==> config.mk <==
export PLATFORM = sky130hd
export DESIGN_NAME = core_fetch_sequencer
export DESIGN_NICKNAME = d
export VERILOG_FILES = /design/src/rtl/proc_isa_pkg.sv /design/src/rtl/core_mask_tracker.sv /design/src/rtl/core_fetch_sequencer.sv
export SDC_FILE = /design/constraint.sdc
export NUM_CORES = 1
export LEC_CHECK = 0
export ABC_AREA = 1
export BUFFER_PORTS_ARGS = -buffer_cell sky130_fd_sc_hd__buf_4
export CORE_MARGIN = 1
export CORE_UTILIZATION = 42
export CTS_BUF_LIST = sky130_fd_sc_hd__clkbuf_8 sky130_fd_sc_hd__clkbuf_16
export DETAILED_ROUTE_END_ITERATION = 8
export PLACE_DENSITY = 0.62
export SYNTH_ARGS = -nofsm -noshare
export SYNTH_HDL_FRONTEND = slang
export SYNTH_SLANG_ARGS = --single-unit
export TNS_END_PERCENT = 10
==> constraint.sdc <==
create_clock -name clock -period 3.5 [get_ports clock]
set_input_delay 0.175 -clock clock [delete_from_list [all_inputs] [get_ports clock]]
set_output_delay 0.175 -clock clock [all_outputs]
set_load 0.02 [all_outputs]
==> src/rtl/proc_isa_pkg.sv <==
// Shared ISA definitions for the 4-core matrix-multiply processor: opcodes, sequencer
// state encoding, default widths, and an opcode classifier used by the fetch sequencer.
package proc_isa_pkg;

  localparam int DEF_NUM_CORES = 4;
  localparam int DEF_ADDR_W    = 8;
  localparam int DEF_INSTR_W   = 8;

  localparam logic [7:0] OP_EN0   = 8'd3;
  localparam logic [7:0] OP_EN1   = 8'd4;
  localparam logic [7:0] OP_EN2   = 8'd5;
  localparam logic [7:0] OP_EN3   = 8'd6;
  localparam logic [7:0] OP_ENALL = 8'd7;
  localparam logic [7:0] OP_MULTI = 8'd35;
  localparam logic [7:0] OP_END   = 8'd38;
  localparam logic [7:0] OP_JUMNZ = 8'd40;

  localparam logic [2:0] ST_IDLE   = 3'd0;
  localparam logic [2:0] ST_FETCH  = 3'd1;
  localparam logic [2:0] ST_DECODE = 3'd2;
  localparam logic [2:0] ST_ISSUE  = 3'd3;
  localparam logic [2:0] ST_DONE   = 3'd4;

  typedef enum logic [2:0] {
    CTL_EN_ONE,
    CTL_EN_ALL,
    CTL_END,
    CTL_JUMNZ,
    CTL_DATA
  } ctl_kind_e;

  // Anything the sequencer does not consume itself is broadcast to the cores.
  function automatic ctl_kind_e classify(input logic [7:0] op);
    case (op)
      OP_EN0, OP_EN1, OP_EN2, OP_EN3: classify = CTL_EN_ONE;
      OP_ENALL:                       classify = CTL_EN_ALL;
      OP_END:                         classify = CTL_END;
      OP_JUMNZ:                       classify = CTL_JUMNZ;
      default:                        classify = CTL_DATA;
    endcase
  endfunction

endpackage

==> src/rtl/core_mask_tracker.sv <==
// Tracks which cores are still alive and which are enabled; applies ENx/ENALL/END
// updates and produces the JUMNZ taken term from the current enable mask.
module core_mask_tracker
  import proc_isa_pkg::*;
#(
  parameter int NUM_CORES = DEF_NUM_CORES,
  parameter int SEL_W     = 2
) (
  input  logic                 clk,
  input  logic                 rst_n,
  input  logic                 load_all_i,
  input  logic                 apply_i,
  input  ctl_kind_e            kind_i,
  input  logic [SEL_W-1:0]     en_sel_i,
  input  logic [NUM_CORES-1:0] zero_flag_i,
  output logic [NUM_CORES-1:0] core_en_o,
  output logic                 taken_o,
  output logic                 retire_all_o
);

  logic [NUM_CORES-1:0] alive_q, alive_d;
  logic [NUM_CORES-1:0] core_en_q, core_en_d;
  logic [NUM_CORES-1:0] onehot;
  logic [NUM_CORES-1:0] kill;

  assign onehot = NUM_CORES'(1) << en_sel_i;
  assign kill   = core_en_q & zero_flag_i;

  // NOTE: every always_comb output gets a default first so no path leaves it unassigned (no latch).
  always_comb begin
    alive_d   = alive_q;
    core_en_d = core_en_q;
    if (load_all_i) begin
      alive_d   = '1;
      core_en_d = '1;
    end else if (apply_i) begin
      case (kind_i)
        CTL_EN_ONE: core_en_d = onehot & alive_q;
        CTL_EN_ALL: core_en_d = alive_q;
        CTL_END: begin
          alive_d   = alive_q & ~kill;
          core_en_d = core_en_q & ~kill;
        end
        default: ;
      endcase
    end
  end

  // NOTE: sequential state uses non-blocking assignments with the async reset in the sensitivity list.
  always_ff @(posedge clk or negedge rst_n) begin
    if (!rst_n) begin
      alive_q   <= '0;
      core_en_q <= '0;
    end else begin
      alive_q   <= alive_d;
      core_en_q <= core_en_d;
    end
  end

  assign core_en_o    = core_en_q;
  assign taken_o      = |(core_en_q & ~zero_flag_i);
  assign retire_all_o = ~|(alive_q & ~kill);

endmodule

==> src/rtl/core_fetch_sequencer.sv <==
// Shared fetch/issue controller: owns the PC, consumes core-control opcodes, broadcasts the
// rest with a ready handshake. Optional issue counter enabled by FETCH_PERF_CNT_EN.
module core_fetch_sequencer
  import proc_isa_pkg::*;
#(
  parameter int NUM_CORES = DEF_NUM_CORES,
  parameter int ADDR_W    = DEF_ADDR_W,
  parameter int INSTR_W   = DEF_INSTR_W
) (
  input  logic                 clock,
  input  logic                 reset_n,
  input  logic                 start,
  output logic [ADDR_W-1:0]    mem_addr,
  input  logic [INSTR_W-1:0]   mem_instr,
  output logic [INSTR_W-1:0]   instr_out,
  output logic                 instr_valid,
  output logic [NUM_CORES-1:0] core_en,
  input  logic [NUM_CORES-1:0] core_ready,
  input  logic [NUM_CORES-1:0] zero_flag,
  output logic                 busy,
  output logic                 done,
  output logic [15:0]          issue_count
);

  localparam int SEL_W = (NUM_CORES > 1) ? $clog2(NUM_CORES) : 1;

  logic [2:0]           state_q, state_d;
  logic [ADDR_W-1:0]    pc_q, pc_d;
  logic                 jtgt_q, jtgt_d;
  logic                 taken_q, taken_d;
  logic [INSTR_W-1:0]   instr_q, instr_d;
  logic                 valid_q, valid_d;
  logic                 busy_q, done_q;

  logic [7:0]           op8;
  ctl_kind_e            kind;
  logic [SEL_W-1:0]     en_sel;
  logic [ADDR_W-1:0]    pc_inc;
  logic [ADDR_W-1:0]    target;
  logic                 load_all, mask_apply;
  logic [NUM_CORES-1:0] core_en_w;
  logic                 jump_taken, retire_all;
  logic                 start_ok, accept;

  assign op8      = 8'(mem_instr);
  assign kind     = classify(op8);
  assign en_sel   = SEL_W'(op8 - OP_EN0);
  assign pc_inc   = pc_q + ADDR_W'(1);
  assign target   = ADDR_W'(mem_instr);
  assign start_ok = start && (state_q == ST_IDLE || state_q == ST_DONE);
  assign accept   = (state_q == ST_ISSUE) && ((core_en_w & ~core_ready) == '0);

  core_mask_tracker #(
    .NUM_CORES(NUM_CORES),
    .SEL_W    (SEL_W)
  ) u_mask (
    .clk         (clock),
    .rst_n       (reset_n),
    .load_all_i  (load_all),
    .apply_i     (mask_apply),
    .kind_i      (kind),
    .en_sel_i    (en_sel),
    .zero_flag_i (zero_flag),
    .core_en_o   (core_en_w),
    .taken_o     (jump_taken),
    .retire_all_o(retire_all)
  );

  always_comb begin
    state_d    = state_q;
    pc_d       = pc_q;
    jtgt_d     = jtgt_q;
    taken_d    = taken_q;
    instr_d    = instr_q;
    valid_d    = valid_q;
    load_all   = 1'b0;
    mask_apply = 1'b0;
    case (state_q)
      ST_IDLE, ST_DONE: begin
        if (start_ok) begin
          state_d  = ST_FETCH;
          pc_d     = '0;
          jtgt_d   = 1'b0;
          taken_d  = 1'b0;
          load_all = 1'b1;
        end
      end
      ST_FETCH: state_d = ST_DECODE;
      ST_DECODE: begin
        state_d = ST_FETCH;
        pc_d    = pc_inc;
        if (jtgt_q) begin
          // The branch decision was frozen when JUMNZ itself was decoded.
          jtgt_d = 1'b0;
          if (taken_q) pc_d = target;
        end else begin
          mask_apply = 1'b1;
          case (kind)
            CTL_END: begin
              if (retire_all) begin
                state_d = ST_DONE;
                pc_d    = pc_q;
              end
            end
            CTL_JUMNZ: begin
              jtgt_d  = 1'b1;
              taken_d = jump_taken;
            end
            CTL_DATA: begin
              if (core_en_w != '0) begin
                instr_d = mem_instr;
                valid_d = 1'b1;
                state_d = ST_ISSUE;
                pc_d    = pc_q;
              end
            end
            default: ;
          endcase
        end
      end
      ST_ISSUE: begin
        if (accept) begin
          valid_d = 1'b0;
          pc_d    = pc_inc;
          state_d = ST_FETCH;
        end
      end
      default: state_d = ST_IDLE;
    endcase
  end

  always_ff @(posedge clock or negedge reset_n) begin
    if (!reset_n) begin
      state_q <= ST_IDLE;
      pc_q    <= '0;
      jtgt_q  <= 1'b0;
      taken_q <= 1'b0;
      instr_q <= '0;
      valid_q <= 1'b0;
      busy_q  <= 1'b0;
      done_q  <= 1'b0;
    end else begin
      state_q <= state_d;
      pc_q    <= pc_d;
      jtgt_q  <= jtgt_d;
      taken_q <= taken_d;
      instr_q <= instr_d;
      valid_q <= valid_d;
      busy_q  <= (state_d == ST_FETCH) || (state_d == ST_DECODE) || (state_d == ST_ISSUE);
      done_q  <= (state_d == ST_DONE);
    end
  end

`ifdef FETCH_PERF_CNT_EN
  logic [15:0] issue_cnt_q;

  always_ff @(posedge clock or negedge reset_n) begin
    if (!reset_n) begin
      issue_cnt_q <= '0;
    end else if (start_ok) begin
      issue_cnt_q <= '0;
    end else if (accept && (issue_cnt_q != 16'hFFFF)) begin
      issue_cnt_q <= issue_cnt_q + 16'd1;
    end
  end

  assign issue_count = issue_cnt_q;
`else
  assign issue_count = 16'h0000;
`endif

  assign mem_addr    = pc_q;
  assign instr_out   = instr_q;
  assign instr_valid = valid_q;
  assign core_en     = core_en_w;
  assign busy        = busy_q;
  assign done        = done_q;

endmodule

==> summary.md <==
| Metric | Value |
|---|---|
| FF+latch area | ~800 sq um |
| First-pass GRT wire length | 8.31 mm |
| Ratio of cells with drive above 1 in the final layout | 0.196 |
| Drc violations | 0 |
| Die Ht | approximately 73 microns |
| Post-Route WL | 5.03 mm |
| Critical Path Start | state_q[2]$_DFF_PN0_ |
| DR vias/cell | 4.72 |
| Post-synth top cells | 102 x nand2_1, 32 x dfrtp_1, 32 x inv_1 |
| Area leader, netlist | dfrtp_1 |
| Seq/Total Area, Yosys | 0.380 |
| Wire length per cell | 12.1 microns |
| Hold_ws | about 190 ps |
| Yosys cell types | 29 |
| Area Growth Syn to Fin | 21.8% |
| Area of the multi-input gates | between 0.001 and 0.0015 sq mm |
| Yosys reg bits | 32 |
| P_leak | around 1.4 nW |
| Finished Cell Area | between 0.002 and 0.003 sq mm |
| CTS tree | built |
| PortBufs | a little over 40 |
| Cell count after placement | between 400 and 500 |
| Largest net degree at the start of global routing | 33 |
| R2R Path End | mem_addr[0]$_DFFE_PN0P_ |
| Clk buf depth | 2 |
| Worst hold-check path type | primary input to flip-flop |
| Worst Path Required | 3720 ps |
| Reg clk slew, reported paths | approximately 70 ps |
| Floorplan row count | 25 |
| Skew final | 11.8 ps |
| Most instantiated library cell after synthesis | nand2_1 |
| Power Density | roughly 770 mW/mm^2 |
| Critical Path End | mem_addr[0]$_DFFE_PN0P_ |
| Antenna violations before repair | 0 |
| Synthesized cell area | around 0.0021 sq mm |
| Die ar. | between 0.005 and 0.006 sq mm |
| Skew-Pair Late Insertion Delay | ~290 ps |
| Initial Util | 0.440 |
| Setup WS post-layout | 1890 ps |
| Largest cells by area after synthesis | dfrtp_1 38%, nand2_1 18%, o21ai_0 6.4% |
| DRT antenna net count | 0 |
| Gp weighted congestion | between 0.8 and 0.9 |
| Filler cells | 519 |
| Finished Core Util | 0.536 |
| Yosys warning total | 0 |
| Reg2reg start | state_q[2]$_DFF_PN0_ |
| Outcome | completed |
| Core area | around 0.0048 sq mm |
| RSZ-0062 raised after global routing | false |
| Largest fanout on the critical path | 18 |
| Fin. max-slew vios | 0 |
| # diodes | 0 |
| Grt ovf | 0 |
| Setup TNS Final | 0 ps |
| Max cap viols | 0 |
| CP peak stage delay | ~410 ps |
| Placed Area | between 0.002 and 0.0025 sq mm |
| Reg-to-reg slack, setup | 1890 ps |
| Final setup fails | 0 |
| Crit start category | flip-flop |
| Fraction of registers with async set/reset | 1.00 |
| Crit path capture type | flip-flop |
| Via Count | between 1500 and 2000 |
| Number of global-route vias before repair | roughly 1700 |
| Hpwl dp | between 3 and 4 mm |
| Post-CTS resize count | 0 |
| CP Class | flip-flop to flip-flop |
| Critical path cell sequence | nor2_4, nand3_4, nor2_2, nand3_4, nand2_4, inv_2, nand2_4, nand2_1, nand2_1 |
| Clock Root Buffer | clkbuf_8 |
| Dpl ws | ~1900 ps |
| Iteration-0 DRC Markers | 76 |
| Die Wd | 72.8 microns |
| CTS Buf Count | 5 |
| EDFF count, synth | 0 |
| Number of H-tree levels | 2 |
| Boundary Pins | 58 |
| Post-Syn Area per Cell | just over 7 sq um |
| Post-layout net count | around 370 |
| Main synth FF type | dfrtp_1 |
| CP max-delay cell | dfrtp_1 |
| Arr. time, crit path | 1830 ps |
| Syn Inst Count | ~300 |
| Crit path time final | ~1600 ps |
| First drt pass iteration count | 4 |
| Crit share post-route | 0.459 |
| Tot GR Track Use | 0.208 |
| FMAX | ~620 MHz |
| VDD IR max | about 0.32 mV |
| CTS Sinks | 32 |
| Finished Layout Cells | ~410 |
| Post-synth top area share | 0.380 |
| Worst reg2reg path depth | 9 |
| Final Hold Vio Count | 0 |
| Overall power | between 1.5 and 2 mW |
[placed cells by master, fill, tap and decap left out]
cell type      synthesis  final
nor3_1                 1      1
nand3_4                2      2
buf_4                 16     41
nand2_1              102    102
nand4_2                1      1
clkbuf_8               0      7
xor2_1                 3      3
a22oi_1                2      2
nand4_1                4      4
nand3_1               22     22
nand2_2                3      3
a21oi_2                1      1
dlygate4sd3_1          0      1
conb_1                 1     16
nor2_1                22     22
nor2_2                 3      3
o22ai_1                1      1
xnor2_1                1      1
nand2_4                2      2
a21oi_1                6      6
o21ai_1                1      1
o21a_1                 2      2
inv_1                 32     32
nor2_4                 2      2
nor2_8                 1      1
bufinv_16              0      1
dfrtp_1               32     32
o31ai_1                3      3
o21ai_0               27     27
inv_2                  4      4
ha_1                   1      1
[flip-flops by register name (all words and copies together) (netlist names)]
| name | cells |
|---|---|
| instr_out | 8 |
| mem_addr | 8 |
| u_mask.alive_q | 4 |
| u_mask.core_en_o | 4 |
| state_q | 3 |
| busy | 1 |
| done | 1 |
| instr_valid | 1 |
| jtgt_q | 1 |
| taken_q | 1 |
[kinds of logic after synthesis]
kind of cell | after synthesis | share of synthesized area
AND/OR/NAND/NOR | 165 | 0.359
buffers and inverters | 53 | 0.124
AO/OA/AOI/OAI | 43 | 0.113
flip-flops | 32 | 0.380
XOR/XNOR | 4 | 0.0166
adder cells (fa/ha/maj) | 1 | 0.00594
other | 1 | 0.00178
[worst min path at each step]
| stage | from | endpoint | slack, ps | cells past startpoint |
|---|---|---|---|---|
| after floorplan | reset_n | busy$_DFF_PN0_ | -120 | 0 |
| after global placement | reset_n | u_mask.core_en_o[3]$_DFFE_PN0P_ | 140 | 1 |
| after detailed placement | reset_n | u_mask.core_en_o[3]$_DFFE_PN0P_ | 140 | 1 |
| after CTS | mem_instr[4] | instr_out[4]$_DFFE_PN0P_ | 190 | 3 |
| after global routing | zero_flag[1] | u_mask.alive_q[1]$_DFFE_PN0P_ | 220 | 4 |
| final | mem_instr[4] | instr_out[4]$_DFFE_PN0P_ | 190 | 3 |
[area by class of cell]
type                       count  area share
multi-input combinational    229       0.429
sequential                    32       0.312
timing repair buffer          42       0.124
inverter                      36      0.0527
clock buffer                   7      0.0376
tap                           67      0.0327
clock inverter                 1      0.0117
[worst max-delay path, delay by kind of cell (launching register included)]
| family | cells | cell delay (ps) |
|---|---|---|
| and+or+nand+nor | 8 | 1060 |
| DFF | 1 | 410 |
| buffers and inverters | 1 | 70 |
[routing by layer]
layer	GRT usage	wire length, microns	share of wire
met5	0	0	0
met4	0.0654	0	0
met3	0.0483	252	0.050
met2	0.332	2350	0.47
met1	0.281	2420	0.48
[report_power, final]
group | switching [mW] | leakage (nW) | total, mW | internal (mW)
Clock | 0.141 | 0.0645 | 0.392 | 0.251
Combinational | 0.634 | 0.917 | 0.980 | 0.346
Sequential | 0.115 | 0.384 | 0.610 | 0.495
Total | 0.890 | 1.37 | 1.98 | 1.09
[timing repair]
item	in CTS	in global routing
hold buffers	1	0
buffers inserted	0	0
endpoints found under the hold margin	32	0
Note: power is estimated with default switching activity, not from simulation.
